### config.mk
export PLATFORM = sky130hd
export DESIGN_NAME = shared_reg_arbiter_flat
export DESIGN_NICKNAME = d
export VERILOG_FILES = /design/src/rtl/shared_reg_arbiter_pkg.sv /design/src/rtl/shared_reg_arbiter_if.sv /design/src/rtl/shared_reg_arbiter_rr_pick.sv /design/src/rtl/shared_reg_arbiter.sv /design/src/flat_wrapper.sv
export SDC_FILE = /design/constraint.sdc
export NUM_CORES = 1
export LEC_CHECK = 0
export CAP_MARGIN = 20
export CORE_ASPECT_RATIO = 1.5
export CORE_MARGIN = 5
export CORE_UTILIZATION = 48
export DETAILED_ROUTE_END_ITERATION = 10
export GPL_TIMING_DRIVEN = 1
export PLACE_DENSITY = 0.85
export RECOVER_POWER = 100
export SYNTH_ARGS = -nofsm -noshare
export SYNTH_HDL_FRONTEND = slang
export SYNTH_SLANG_ARGS = --single-unit
### constraint.sdc
create_clock -name ck -period 10.4 [get_ports ck]
set_clock_uncertainty 0.05 [all_clocks]
set_input_delay 3.12 -clock ck [delete_from_list [all_inputs] [get_ports ck]]
set_output_delay 3.12 -clock ck [all_outputs]
set_load 0.02 [all_outputs]
### src/rtl/shared_reg_arbiter_pkg.sv
// ----------------------------------------------------------------------------
// shared_reg_arb_pkg
// Common definitions for the shared register arbiter slice:
//   - arb_state_e : ownership FSM states (IDLE, OWN)
//   - N_DEF / W_DEF / HOLD_MAX_DEF : default parameter values
//   - idx_t       : requester index type (wide enough for up to MAX_N requesters)
//   - rr_inc()    : round-robin index increment with wrap at n
// ----------------------------------------------------------------------------
package shared_reg_arb_pkg;

  typedef enum logic [0:0] {
    ST_IDLE = 1'b0,
    ST_OWN  = 1'b1
  } arb_state_e;

  localparam int N_DEF        = 4;
  localparam int W_DEF        = 8;
  localparam int HOLD_MAX_DEF = 4;
  localparam int MAX_N        = 8;

  typedef logic [2:0] idx_t;

  // Next index in round-robin order, wrapping from n-1 back to 0.
  function automatic idx_t rr_inc(input idx_t idx, input int n);
    if (int'(idx) >= n - 1) begin
      return 3'd0;
    end else begin
      return idx + 3'd1;
    end
  endfunction

endpackage

### src/rtl/shared_reg_arbiter_if.sv
// ----------------------------------------------------------------------------
// shared_reg_arbiter_if
// Bundles the requester-side bus of the shared register arbiter.
//   req     : level request per requester
//   wr_en   : write strobe per requester (honoured only while granted)
//   wr_data : flattened write data, requester i at [i*W +: W]
//   gnt     : one-hot registered grant
//   busy    : any grant active
//   q       : shared register contents
//   tmo     : forced-release pulse
// Modports: master = requester side, slave = arbiter side.
// ----------------------------------------------------------------------------
interface shared_reg_arbiter_if
  import shared_reg_arb_pkg::*;
#(
  parameter int N = N_DEF,
  parameter int W = W_DEF
);

  logic [N-1:0]   req;
  logic [N-1:0]   wr_en;
  logic [N*W-1:0] wr_data;
  logic [N-1:0]   gnt;
  logic           busy;
  logic [W-1:0]   q;
  logic           tmo;

  modport master (
    output req, wr_en, wr_data,
    input  gnt, busy, q, tmo
  );

  modport slave (
    input  req, wr_en, wr_data,
    output gnt, busy, q, tmo
  );

endinterface

### src/rtl/shared_reg_arbiter_rr_pick.sv
// ----------------------------------------------------------------------------
// rr_pick
// Combinational round-robin selector. Searches req starting one past `last`
// and wrapping, returning the first set requester.
//   req    : request vector
//   last   : index of the most recent winner
//   winner : selected index (0 when valid is low)
//   valid  : at least one request present
// ----------------------------------------------------------------------------
module rr_pick
  import shared_reg_arb_pkg::*;
#(
  parameter int N = N_DEF
) (
  input  logic [N-1:0] req,
  input  idx_t         last,
  output idx_t         winner,
  output logic         valid
);

  logic [MAX_N-1:0] req_ext_s;
  idx_t             cand_s;

  // Zero-extend req so any idx_t value can index it safely.
  always_comb begin
    req_ext_s        = '0;
    req_ext_s[N-1:0] = req;
  end

  // Walk the ring once from last+1, keeping the first hit.
  always_comb begin
    winner = 3'd0;
    valid  = 1'b0;
    cand_s = last;
    for (int k = 0; k < N; k++) begin
      cand_s = rr_inc(cand_s, N);
      if (!valid && req_ext_s[cand_s]) begin
        valid  = 1'b1;
        winner = cand_s;
      end else begin
      end
    end
  end

endmodule

### src/rtl/shared_reg_arbiter.sv
// ----------------------------------------------------------------------------
// shared_reg_arbiter
// Round-robin arbiter that serialises writes from N requesters into a single
// W-bit shared register. Grants are one-hot and registered; at least one idle
// cycle separates consecutive grants.
// Ports:
//   ck    : clock, rising edge
//   rst_n : synchronous active-low reset
//   bus   : shared_reg_arbiter_if.slave (req, wr_en, wr_data, gnt, busy, q, tmo)
// Build option:
//   SHARED_REG_ARB_TIMEOUT_EN - when defined, an ownership is force-released
//   after HOLD_MAX grant cycles and tmo pulses; otherwise tmo stays 0 and the
//   owner keeps the grant until it drops req.
// ----------------------------------------------------------------------------
module shared_reg_arbiter
  import shared_reg_arb_pkg::*;
#(
  parameter int N        = N_DEF,
  parameter int W        = W_DEF,
  parameter int HOLD_MAX = HOLD_MAX_DEF
) (
  input  logic                  ck,
  input  logic                  rst_n,
  shared_reg_arbiter_if.slave   bus
);

  localparam logic [0:0] IDLE = 1'(ST_IDLE);
  localparam logic [0:0] OWN  = 1'(ST_OWN);

  logic [0:0]   state_r, state_n;
  logic [N-1:0] gnt_r, gnt_n;
  logic         busy_r, busy_n;
  logic         tmo_r, tmo_n;
  idx_t         last_r, last_n;
  logic [W-1:0] q_r;

  idx_t         pick_winner_s;
  logic         pick_valid_s;
  logic [N-1:0] onehot_s;
  logic         owner_req_s;
  logic         wr_hit_s;
  logic [W-1:0] wr_word_s;

`ifdef SHARED_REG_ARB_TIMEOUT_EN
  localparam int CW = $clog2(HOLD_MAX + 1);
  logic [CW-1:0] cnt_r, cnt_n;
`else
  logic unused_hold_s;
  assign unused_hold_s = ^HOLD_MAX;
`endif

  rr_pick #(.N(N)) u_rr_pick (
    .req    (bus.req),
    .last   (last_r),
    .winner (pick_winner_s),
    .valid  (pick_valid_s)
  );

  // Decode the picked index into a one-hot grant vector.
  always_comb begin
    onehot_s = '0;
    for (int i = 0; i < N; i++) begin
      onehot_s[i] = (idx_t'(i) == pick_winner_s);
    end
  end

  // Owner's request and write strobe, using the registered grant as the mask.
  always_comb begin
    owner_req_s = |(bus.req & gnt_r);
    wr_hit_s    = (state_r == OWN) && (|(bus.wr_en & gnt_r));
    wr_word_s   = q_r;
    for (int i = 0; i < N; i++) begin
      if (gnt_r[i]) begin
        wr_word_s = bus.wr_data[i*W +: W];
      end else begin
      end
    end
  end

  // Ownership FSM next-state logic.
  always_comb begin
    state_n = state_r;
    gnt_n   = gnt_r;
    busy_n  = busy_r;
    last_n  = last_r;
    tmo_n   = 1'b0;
`ifdef SHARED_REG_ARB_TIMEOUT_EN
    cnt_n   = cnt_r;
`endif
    case (state_r)
      IDLE: begin
        if (pick_valid_s) begin
          state_n = OWN;
          gnt_n   = onehot_s;
          busy_n  = 1'b1;
          last_n  = pick_winner_s;
`ifdef SHARED_REG_ARB_TIMEOUT_EN
          cnt_n   = CW'(1);
`endif
        end else begin
          gnt_n  = '0;
          busy_n = 1'b0;
        end
      end
      OWN: begin
        if (!owner_req_s) begin
          state_n = IDLE;
          gnt_n   = '0;
          busy_n  = 1'b0;
`ifdef SHARED_REG_ARB_TIMEOUT_EN
        end else if (cnt_r == CW'(HOLD_MAX)) begin
          // Forced release; last already points at this owner so others go first.
          state_n = IDLE;
          gnt_n   = '0;
          busy_n  = 1'b0;
          tmo_n   = 1'b1;
        end else begin
          cnt_n = cnt_r + CW'(1);
        end
`else
        end else begin
          state_n = OWN;
        end
`endif
      end
      default: begin
        state_n = IDLE;
        gnt_n   = '0;
        busy_n  = 1'b0;
      end
    endcase
  end

  // State, grant and shared register bank; reset clears everything including q.
  always_ff @(posedge ck) begin
    if (!rst_n) begin
      state_r <= IDLE;
      gnt_r   <= '0;
      busy_r  <= 1'b0;
      tmo_r   <= 1'b0;
      last_r  <= idx_t'(N - 1);
      q_r     <= '0;
`ifdef SHARED_REG_ARB_TIMEOUT_EN
      cnt_r   <= '0;
`endif
    end else begin
      state_r <= state_n;
      gnt_r   <= gnt_n;
      busy_r  <= busy_n;
      tmo_r   <= tmo_n;
      last_r  <= last_n;
      if (wr_hit_s) begin
        q_r <= wr_word_s;
      end else begin
        q_r <= q_r;
      end
`ifdef SHARED_REG_ARB_TIMEOUT_EN
      cnt_r   <= cnt_n;
`endif
    end
  end

  assign bus.gnt  = gnt_r;
  assign bus.busy = busy_r;
  assign bus.q    = q_r;
  assign bus.tmo  = tmo_r;

endmodule

### src/flat_wrapper.sv
// flat-port wrapper written by rule: the top's interface ports become plain ports
module shared_reg_arbiter_flat import shared_reg_arb_pkg::*;
#(
  parameter int N        = N_DEF,
  parameter int W        = W_DEF,
  parameter int HOLD_MAX = HOLD_MAX_DEF
)
  (ck, rst_n, bus_req, bus_wr_en, bus_wr_data, bus_gnt, bus_busy, bus_q, bus_tmo);
  shared_reg_arbiter_if #(.N(N), .W(W)) bus_i ();
  input  logic ck;
  input  logic rst_n;
  input wire logic [$bits(bus_i.req)-1:0] bus_req;
  input wire logic [$bits(bus_i.wr_en)-1:0] bus_wr_en;
  input wire logic [$bits(bus_i.wr_data)-1:0] bus_wr_data;
  output wire logic [$bits(bus_i.gnt)-1:0] bus_gnt;
  output wire logic [$bits(bus_i.busy)-1:0] bus_busy;
  output wire logic [$bits(bus_i.q)-1:0] bus_q;
  output wire logic [$bits(bus_i.tmo)-1:0] bus_tmo;
  assign bus_i.req = bus_req;
  assign bus_i.wr_en = bus_wr_en;
  assign bus_i.wr_data = bus_wr_data;
  assign bus_gnt = bus_i.gnt;
  assign bus_busy = bus_i.busy;
  assign bus_q = bus_i.q;
  assign bus_tmo = bus_i.tmo;
  shared_reg_arbiter #(.N(N), .W(W), .HOLD_MAX(HOLD_MAX)) u_core (.ck(ck), .rst_n(rst_n), .bus(bus_i));
endmodule
Word-level counts from Yosys, hierarchy flattened
Index checks and enable logic that the tools add are counted.
Word-level totals
  register bits after elaboration: 17
  output and inout bits: 14
  logic and storage cells: 69
Cells by class
  add/sub/neg operators: 4
  magnitude comparators: 8
  equality and inequality tests: 4
  muxes and demuxes: 32
  bitwise logic cells: 3
  reductions and logical operators: 13
Operators with widths (number)
  2-to-1 mux 8 bit: 4
  2-to-1 mux 3 bit: 8
  < comparator 3 x 4 -> 1 bit, second input constant: 4
  adder 3 x 1 -> 3 bit, second input constant: 4
  binary-select mux 1 bit (select 3 bit): 4
  >= comparator 3 x 2 -> 1 bit, second input constant: 4
  2-to-1 mux 1 bit: 11
  bitwise AND 4 bit: 2
  2-to-1 mux 4 bit: 2
  one-hot mux 4 bit (2 select lines): 1
  OR reduction 4 bit: 2
  == test 2 x 3 -> 1 bit, first input constant: 2
  logical AND 1 bit: 4
  one-hot mux 1 bit (2 select lines): 2
  AND reduction 2 bit: 2
  nonzero test 4 bit: 1
  == test 1 x 3 -> 1 bit, first input constant: 1
  zero test 1 bit: 3
  zero test 3 bit: 1
  inequality test 2 bit, second input constant: 1
  inverter 1 bit: 1

Logic depth before layout (Yosys ltp)
Gate-level depths: netlist of run 1.
  depth after elaboration: 17
  depth in mapped cells: 24
  mapped depth without buffers: 23

Modules after synthesis
Synthesis of run 1 repeated with hierarchy kept, for this count alone.
Unflattened totals
  cell total of the unflattened synthesis: 164
  area total of the unflattened synthesis: 1436.4 um2
Modules (own cells, without submodules)
  shared_reg_arbiter: instances 1, cells an instance 93, area each 872.1 um2
  rr_pick: instances 1, cells an instance 71, area each 564.3 um2

Worst setup path before layout of run 1
OpenSTA, ideal clock, no wires.
  kind: in2reg
  from: input bus_req[0]
  to: register u_core.gnt_r[2] (netlist: u_core.bus.gnt[2])
  setup time: 96 ps
  arrival time: 4597 ps
  required time: 10254 ps
  setup slack: 5658 ps
  stages: 8
  path buffers: 0
  cell sequence: o31a_1 a221oi_1 a311oi_2 mux2_2 nor2b_1 a211oi_1 nand2_1 o41ai_2
Between the ends
  longest elaborated chain between the ends: 15
  elaborated cells on any way between the ends: 28
Ends and longest elaborated chain
  start, declared: line flat_wrapper.sv:12  | input wire logic [$bits(bus_i.req)-1:0] bus_req;
  binary-select mux 1 bit (select 3 bit): line shared_reg_arbiter_rr_pick.sv:37  | if (!valid && req_ext_s[cand_s]) begin
  2-to-1 mux 1 bit (implied by the code): line shared_reg_arbiter_rr_pick.sv:37
  2-to-1 mux 1 bit: line shared_reg_arbiter_rr_pick.sv:37
  zero test 1 bit: line shared_reg_arbiter_rr_pick.sv:37
  logical AND 1 bit: line shared_reg_arbiter_rr_pick.sv:37
  2-to-1 mux 1 bit: line shared_reg_arbiter_rr_pick.sv:37
  zero test 1 bit: line shared_reg_arbiter_rr_pick.sv:37
  logical AND 1 bit: line shared_reg_arbiter_rr_pick.sv:37
  2-to-1 mux 1 bit: line shared_reg_arbiter_rr_pick.sv:37
  zero test 1 bit: line shared_reg_arbiter_rr_pick.sv:37
  logical AND 1 bit: line shared_reg_arbiter_rr_pick.sv:37
  2-to-1 mux 3 bit: line shared_reg_arbiter_rr_pick.sv:37
  == test 2 x 3 -> 1 bit: line shared_reg_arbiter.sv:63  | onehot_s[i] = (idx_t'(i) == pick_winner_s);
  2-to-1 mux 4 bit: line shared_reg_arbiter.sv:92  | if (pick_valid_s) begin
  one-hot mux 4 bit (2 select lines): line shared_reg_arbiter.sv:90  | case (state_r)
  end signal, assigned: line shared_reg_arbiter.sv:148  | gnt_r <= gnt_n;
  end, declared: line shared_reg_arbiter.sv:31  | logic [N-1:0] gnt_r, gnt_n;
Several ways; a longest one is shown, not always the timed one. The select of a mux whose other input is x is not followed.
A chain may end at the register's enable or synchronous reset.

Worst setup path in the final report of run 1
  from: register u_core.last_r[0]
  to: register u_core.gnt_r[2] (netlist: u_core.bus.gnt[2])
Between the ends
  longest elaborated chain between the ends: 17
  elaborated cells on any way between the ends: 37
Ends and longest elaborated chain
  start, declared: line shared_reg_arbiter.sv:34  | idx_t last_r, last_n;
  start signal, assigned: line shared_reg_arbiter.sv:141  | last_r <= idx_t'(N - 1);
  start signal, assigned: line shared_reg_arbiter.sv:151  | last_r <= last_n;
  adder 3 x 1 -> 3 bit or >= comparator 3 x 2 -> 1 bit (tied branches): line shared_reg_arbiter_pkg.sv:28, shared_reg_arbiter_pkg.sv:25
  2-to-1 mux 3 bit *: line shared_reg_arbiter_pkg.sv:25  | if (int'(idx) >= n - 1) begin
  branches (longest 13 deep; another with adder 3 x 1 -> 3 bit)
  2-to-1 mux 4 bit *: line shared_reg_arbiter.sv:92
  one-hot mux 4 bit (2 select lines) *: line shared_reg_arbiter.sv:90
Every way passes the cells marked *. The select of a mux whose other input is x is not followed.

==> summary by stage, run 1 <==
Global routing
The initial antenna violation count is 0. The total grt overflow is 0. The busiest layer in global routing is met2. In the global route stage, met1 resource usage came out at 19.3%. The number of global-route vias before repair was 1659.

Global routing used 5.04% of the available met3 tracks. Global routing used 37.2% of the available met2 tracks. Global routing used 20.2% of the available tracks. Entering global routing, the biggest net connects 21 pins. The global-route wire length before repair is approximately 7300 um.

Layout
The net count of the finished layout is 291. The multi-input combinational cells in the finished layout cover a total of 0.00109 sq mm. The core utilization of the finished layout is 67.4%. The total area of sequential cells is ~340 sq um.

The antenna diode count is 0. In the layout the commonest cells are clkdlybuf4s50_1 (40), nor2_1 (19), dfxtp_1 (17). The layout has 264 filler cells. Compared with the post-synthesis result, the final layout area differs by 37.0%.

The library cell used most frequently in the layout, excluding fill and tap cells, is clkdlybuf4s50_1. The proportion of layout cells with a drive suffix above 1 is 5.00%.

Logic synthesis
The net count after synthesis is 243. In this run, distinct cell masters in the synthesized netlist total 56. After technology mapping, the gate count stands at 193. In this run the mean area of a mapped cell was approximately 8.0 sq um. In this run the cell area of the synthesized design comes to around 0.0015 sq mm. Of all flip-flops after synthesis, the portion carrying an async set or reset was 0%. Yosys printed 0 warnings. The register area share after synthesis is between 20 and 25%. Among all flip-flop cells after synthesis, the most frequent one is dfxtp_1.

The synthesized design contains 17 register bits. Yosys mapped a number of flops with a built-in enable equal to 0.

Timing
The maximum clock rate is 178 MHz. Once routing completed, OpenROAD measured the worst setup slack at approximately 4800 ps. The number of slew-limit violations in the final report is 0. For the pin with the worst max-slew slack, the measured transition is 1040 ps. The post-route minimum period is between 5000 and 6000 ps. Setup violations remaining at the end of the flow were counted as 0. Setup repair after global routing left no endpoint under its margin. Dividing the final minimum period by the clock period gives a little over half. The number of hold violations in the final report came to 0. The worst pin sits at a relative slew slack of 30.5%.

Adding up every negative setup slack in the final design gives 0 ps.

Die
The overall die area is 0.00446 sq mm. In this run the core area contains 25 standard-cell rows. The vertical die dimension is 79.3 um. During I/O placement, the number of pins put on the boundary was 56. The core region is 0.00313 sq mm.

The die is around 56 um wide. For this configuration, the core starts out at a cell density of 49.2%.

Clock network
The register clock-pin slew on the reported worst setup and hold paths is 60 ps. The root buffer cell is clkbuf_8. The hold buffer count at CTS is 0. The deepest clock path buffer count is 2.

The number of gates resized after cts is 0. The number of buffers inserted to repair setup after CTS is 0. The number of buffers inserted during clock tree synthesis is 3.

In this run the number of H-tree levels came out at 1. The later pin in the worst-skew pair is clocked with a latency of 250 ps. The CTS sink count is 17. The clock tree from TritonCTS is built.

Pwr
The share of total power consumed by net switching is 51.0%. The maximum VDD drop is around 0.00026 V. In this run, the clock network consumes 5.8% of the power. The internal power is between 400 and 500 uW. The share of total power dissipated in combinational logic is 80.4%. The areal power density over the cells is between 300 and 400 mW/mm^2. The share of total power dissipated in sequential elements is between 10% and 20%. For this design the static power due to leakage is 0.000811 uW. The switching power total is 422 uW.

Placed design
The global placement routability congestion is 0.958. The number of buffers added on ports is 54. The post-placement worst setup slack is ~4800 ps.

Once detailed placement completed, the half-perimeter wirelength came to 3620 um.

Drt
The detail route stage leaves a number of antenna-violating nets equal to 0. The iteration count of the initial detailed-routing pass is 4. The routed layout has about 1700 vias. The detail-routed via count per cell is 5.90. The routed wire length is 4540 um. The DRC violation count after routing is 0.

In the final routed layout, each cell accounts on average for 16.2 um. The first routing iteration left 83 violations.

Worst setup path
At the worst endpoint, the arrival time is 5690 ps. The worst register-to-register path ends at u_core.bus.gnt[2]. The worst register-to-register path has a setup slack of ~4800 ps. The category of the most critical setup path is flip-flop to flip-flop.

The startpoint identified for the worst register-to-register timing path is u_core.last_r[0]. The worst reg2reg path depth is 21. The worst endpoint required time is 10480 ps.

The nature of the critical path startpoint is a flip-flop. The worst setup path is captured at a flip-flop. Of all nets on the critical path, the largest fanout is 9.

Worst hold path
Along the worst hold path, the cell count comes to 1. The worst hold endpoint is u_core.bus.busy. The tightest min-delay check is of the flip-flop to flip-flop type. The start point of the worst min-delay path is u_core.bus.busy.

Flow run
The max-capacitance violation count is 0.

Status
The run finished with clean final reports.
-- stage by stage --
step | hold WS (ps) | area (sq um) | cells | total power (uW)
6_report | 417 | 2110 | 280 | 826
2_1_floorplan | 456 | 1540 | 193 | 624
3_5_place_dp | 414 | 2080 | 276 | 786
3_3_place_gp | 408 | 2080 | 276 | 773
5_1_grt | 445 | 2110 | 280 | 889
4_1_cts | 430 | 2120 | 280 | 838
-- power by group through the flow --
stage | registers, uW | clock network [uW] | logic, uW
after global routing | 118 | 54.6 | 716
final | 114 | 48.0 | 664
after detailed placement | 116 | 0 | 670
after CTS | 114 | 49.9 | 673
after floorplan | 115 | 0 | 509
after global placement | 115 | 0 | 659
-- cell type report --
cell class,instances,share of cell area (%)
Inverter,12,2.14
Timing Repair Buffer,54,25.7
Multi-Input combinational cell,153,51.5
Sequential cell,17,16.2
Clock buffer,4,2.14
Tap cell,40,2.38
-- sequential cells by signal, summed over array words and instances, names as in the netlist --
name,flops
u_core.bus.gnt,4
u_core.bus.q,8
u_core.state_r,1
u_core.bus.busy,1
u_core.last_r,3
-- layer usage --
metal	vias up	share of wire [%]
li1	819	-
met1	736	36
met2	74	51
met3	22	7.4
met4	0	5.3
met5	-	0
-- worst max-delay path, stage by stage (launching register included) --
cell and delay, ps:
dfxtp_1 380, ha_1 220, ha_1 250, or3_1 480, inv_1 240, ha_1 190
ha_1 210, inv_1 110, o2111a_1 170, ha_1 210, ha_1 310, or3_1 480
nand2_1 150, ha_1 160, ha_1 210, inv_1 100, o221a_2 130, a22oi_1 320
o32ai_1 140, o2bb2ai_1 470, nand2_1 180, o41ai_1 320
-- Yosys cell counts (all sizes together) (3+ instances only) --
cell	count	area, sq um
buf	3	22.5
inv	12	45.0
o21ai	12	60.1
nor3	3	15.0
a21oi	14	70.1
a22oi	4	30.0
a211oi	5	50.1
o21a	3	22.5
nand2	13	48.8
dfxtp	17	340
nor2	19	71.3
nand3	7	35.0
mux2i	12	120
ha	8	100
o211ai	9	72.6
nand2b	7	43.8
clkbuf	8	30.0
-- cell families (layout without fill, tap and decap cells) --
group / after synthesis / after routing / synth area share, %
DFF: 17 / 17 / 22.1
AOI/OAI and AO/OA: 68 / 68 / 35.5
and+or+nand+nor: 63 / 63 / 20.7
buffers and inverters: 23 / 70 / 6.35
other: 1 / 1 / 0.244
adders and majority gates: 8 / 8 / 6.51
muxes: 13 / 13 / 8.54
-- worst max path at each step --
| stage | startpoint | to | slack [ps] | depth (start not counted) |
|---|---|---|---|---|
| global route | u_core.last_r[0] | u_core.bus.gnt[2] | 4540 | 21 |
| floorplan | bus_req[0] | u_core.bus.gnt[2] | 5660 | 8 |
| detailed placement | bus_req[0] | u_core.bus.gnt[2] | 4800 | 9 |
| CTS | u_core.last_r[0] | u_core.bus.gnt[2] | 5050 | 22 |
| global placement | bus_req[0] | u_core.bus.gnt[2] | 4900 | 9 |
| finish | u_core.last_r[0] | u_core.bus.gnt[2] | 4780 | 21 |
(Power assumes the default switching activity.)
==> inputs of run 2 (changes only) <==
- CORE_UTILIZATION: 48 -> 45
- PLACE_DENSITY: 0.85 -> 0.81
- clock period: 10.4 -> 5.4 ns (I/O delays scaled with it)
==> run 2 against run 1 <==
  * Register-to-register slack got worse by 4500 ps
  * Highest routed layer unchanged
  * Power increased by 92%
  * Critical path depth increased by 1
  * Global-route usage shrank 2.2 points
  * Non-clock buffer count stayed put
  * Critical endpoint unchanged
  * Core utilization decreased by 3.7 points
==> summary by stage, run 2 (same netlist as run 1, synthesis figures left out) <==
Status
The flow ran to the end, and the final reports show no timing, DRC or antenna violations.

Worst setup path
The worst endpoint required time came to 5510 ps (-4970 ps). The reg-to-reg critical path startpoint is u_core.last_r[0]. The peak fanout along the critical path was 9 (unchanged).

By startpoint and endpoint, the worst setup path is classified as flip-flop to flip-flop. STA classifies the critical path endpoint as a flip-flop. The worst reg2reg path depth is 22 (+4.8%).

The endpoint identified for the worst register-to-register timing path is u_core.bus.gnt[2]. The internal reg-to-reg setup slack is 260 ps (-4530 ps). The worst setup path is launched from a flip-flop. The arrival time reported for the critical path endpoint is 5250 ps (-440 ps).

Drt
The post-route antenna net violation count is 0 (unchanged). The detail-routed via count per cell is 5.93 (+0.55%). The average wire per standard cell is 15.1 um (-7.0%).

The DRC violation count after routing is 0 (unchanged). The iteration count of the initial detailed-routing pass is 4 (unchanged). The via count is 1672 (+1.3%). The routed wire length was 4250 um (-6.4%). The initial DRC count is 87 (+4.8%).

Global routing
The global-route wire length before repair is 6800 um (-7.0%). The pin count of the biggest net entering global routing came to 21 (unchanged). The initial antenna violation count is 0 (unchanged).

The number of global-route vias before repair is 1649 (-0.60%). The combined global-route utilization of all metal layers is 18.0% (-2.2 points). The total grt overflow is 0 (unchanged).

Timing
The number of hold violations in the final report is 0 (unchanged). The final period utilization is 95.3% (+41 points). The post-route minimum period is 5140 ps (-472 ps). The worst path setup slack after routing is 256 ps (-4530 ps). The final-layout worst hold slack is 415 ps (-1.59 ps). The worst slew margin relative to its limit is 33.0% (+2.5 points).

The maximum clock rate was 194 MHz (+9.2%). The setup-violating endpoint count in the final report came to 0 (unchanged). The number of slew-limit violations in the final report is 0 (unchanged).

The transition time at the pin with the least slew margin is 1000 ps (-36.9 ps).

Pwr
The internal power is 792 uW (+96%). The share of total power consumed by net switching was 50.0% (-1.0 points). The maximum VDD drop was 0.000460 V (+74%).

The power share of the clock group came to 5.9% (about the same). The sequential share of power came to 13.8% (about the same). The static leakage power is 0.000820 uW (+1.0%).

The fraction of power consumed by combinational cells is 80.3% (about the same). The total power after layout is 1580 uW (+92%). The areal power density over the cells was 743 mW/mm^2 (+89%).

The switching power total was 793 uW (+88%).

Layout
The flip-flop count of the largest register, all copies and words added was 8 (unchanged). The core utilization of the finished layout is 63.7% (-3.7 points). The library cell used most frequently in the layout, excluding fill and tap cells, is clkdlybuf4s50_1. The layout net count is 291 (unchanged). The top cell types in the final layout, fill and taps aside, are clkdlybuf4s50_1 (40), nor2_1 (19), dfxtp_1 (17). The area growth from synthesis to layout is 38.7%. The filler cell count is 303 (+15%). The area occupied by multi-input gates is 0.00111 sq mm (+2.2%). The cell area after layout is 0.00213 sq mm (+1.2%). The antenna diode count is 0 (unchanged).

The total area of sequential cells is 340 sq um (unchanged). The proportion of layout cells with a drive suffix above 1 is 7.08% (+2.1 points).

Clock network
The deepest level of the CTS H-tree is 1 (unchanged). The clock tree from TritonCTS is built. The deepest clock path buffer count is 2 (unchanged). The clock latency of the later-clocked register in the worst-skew pair came to 250 ps (about the same). The number of buffers inserted during clock tree synthesis is 3 (unchanged). The number of buffers inserted to repair setup after CTS is 0 (unchanged). The CTS sink count is 17 (unchanged). The cell sitting at the root of the clock tree is a clkbuf_8. The register clock-pin slew on the reported worst setup and hold paths is 60 ps (about the same).

Die
The floorplan row count is 26 (+4.0%). The I/O pin count is 56 (unchanged). The floorplan die width is 57.7 um (+2.7%).

The area of the placeable core came to 0.00335 sq mm (+7.1%). The effective utilization at floorplan is 45.9% (-3.3 points). The vertical die dimension is 81.6 um (+2.9%). The overall die area came to 0.00471 sq mm (+5.6%).

Worst hold path
The worst hold endpoint is u_core.bus.busy. In this run the most critical hold path is launched from u_core.bus.busy. The number of stages on the worst hold path is 1 (unchanged).

The class of the tightest hold or removal check is flip-flop to flip-flop.

Placed design
The placed cell area is 0.00208 sq mm (+0.12%). The post-placement worst setup slack came to 173 ps (-4630 ps). The half-perimeter wire length of the detailed placement result is 3360 um (-7.2%). The global placement routability congestion is 0.899 (-6.1%).

The number of buffers added on ports is 54 (unchanged).

Flow run
The max-capacitance violation count was 0 (unchanged).
## run 2: cell counts in the layout (fill, tap and decap cells not counted)
Identical to the previous run, type by type.
## run 2: per-stage QoR
stage,instances,setup TNS (ps)
6_report,282,0
3_5_place_dp,278,0
5_1_grt,282,-2.87
3_3_place_gp,278,0
4_1_cts,282,0
2_1_floorplan,193,0
## run 2: layout make-up
class,count,area share (%)
tap,42,2.46
clock buffer,4,2.11
sequential,17,16.0
multi-input combinational,153,52.0
inverter,12,2.11
timing repair buffer,54,25.3
## run 2: layer usage
metal	track usage, %	part of all wire [%]	up-vias
met5	0	0	-
met4	9.05	1.6	0
met3	3.30	7.6	9
met2	35.7	53	76
met1	17.1	37	772
li1	-	-	815
## run 2: worst max path at each step
stage                                start                 to  slack [ps]  depth (start not counted)
after floorplan           u_core.last_r[0]  u_core.bus.gnt[2]         700                         21
after global placement    u_core.last_r[0]  u_core.bus.gnt[2]         270                         22
after detailed placement  u_core.last_r[0]  u_core.bus.gnt[2]         170                         22
after CTS                 u_core.last_r[0]  u_core.bus.gnt[2]         160                         22
after global routing      u_core.last_r[0]  u_core.bus.gnt[2]          -3                         19
final                     u_core.last_r[0]  u_core.bus.gnt[2]         260                         22
## run 2: repair_timing
item / in CTS / in global routing
hold buffers: 0 / 0
resized for setup: 0 / 3
setup endpoints to repair: 0 / 6
## run 2: power by group through the flow
stage	logic [uW]	clock network (uW)	registers, uW
after global routing	1390	99.6	227
after global placement	1250	0	218
final	1270	92.8	219
after detailed placement	1260	0	219
after floorplan	981	0	222
after CTS	1270	94.1	217
## run 2: worst max-delay path, stage by stage, from the launching register on
cell      delay [ps]
dfxtp_1          390
ha_1             230
ha_1             270
or3_4            410
inv_2            130
ha_1             150
ha_1             210
inv_1            120
o2111a_1         170
ha_1             200
ha_1             290
or3_1            460
nand2_1          130
ha_1             160
ha_1             230
inv_1             80
o221a_2          130
a22oi_1          270
a32o_1           200
a22oi_1           90
a211oi_1         320
nand2_1          160
o41ai_2          200
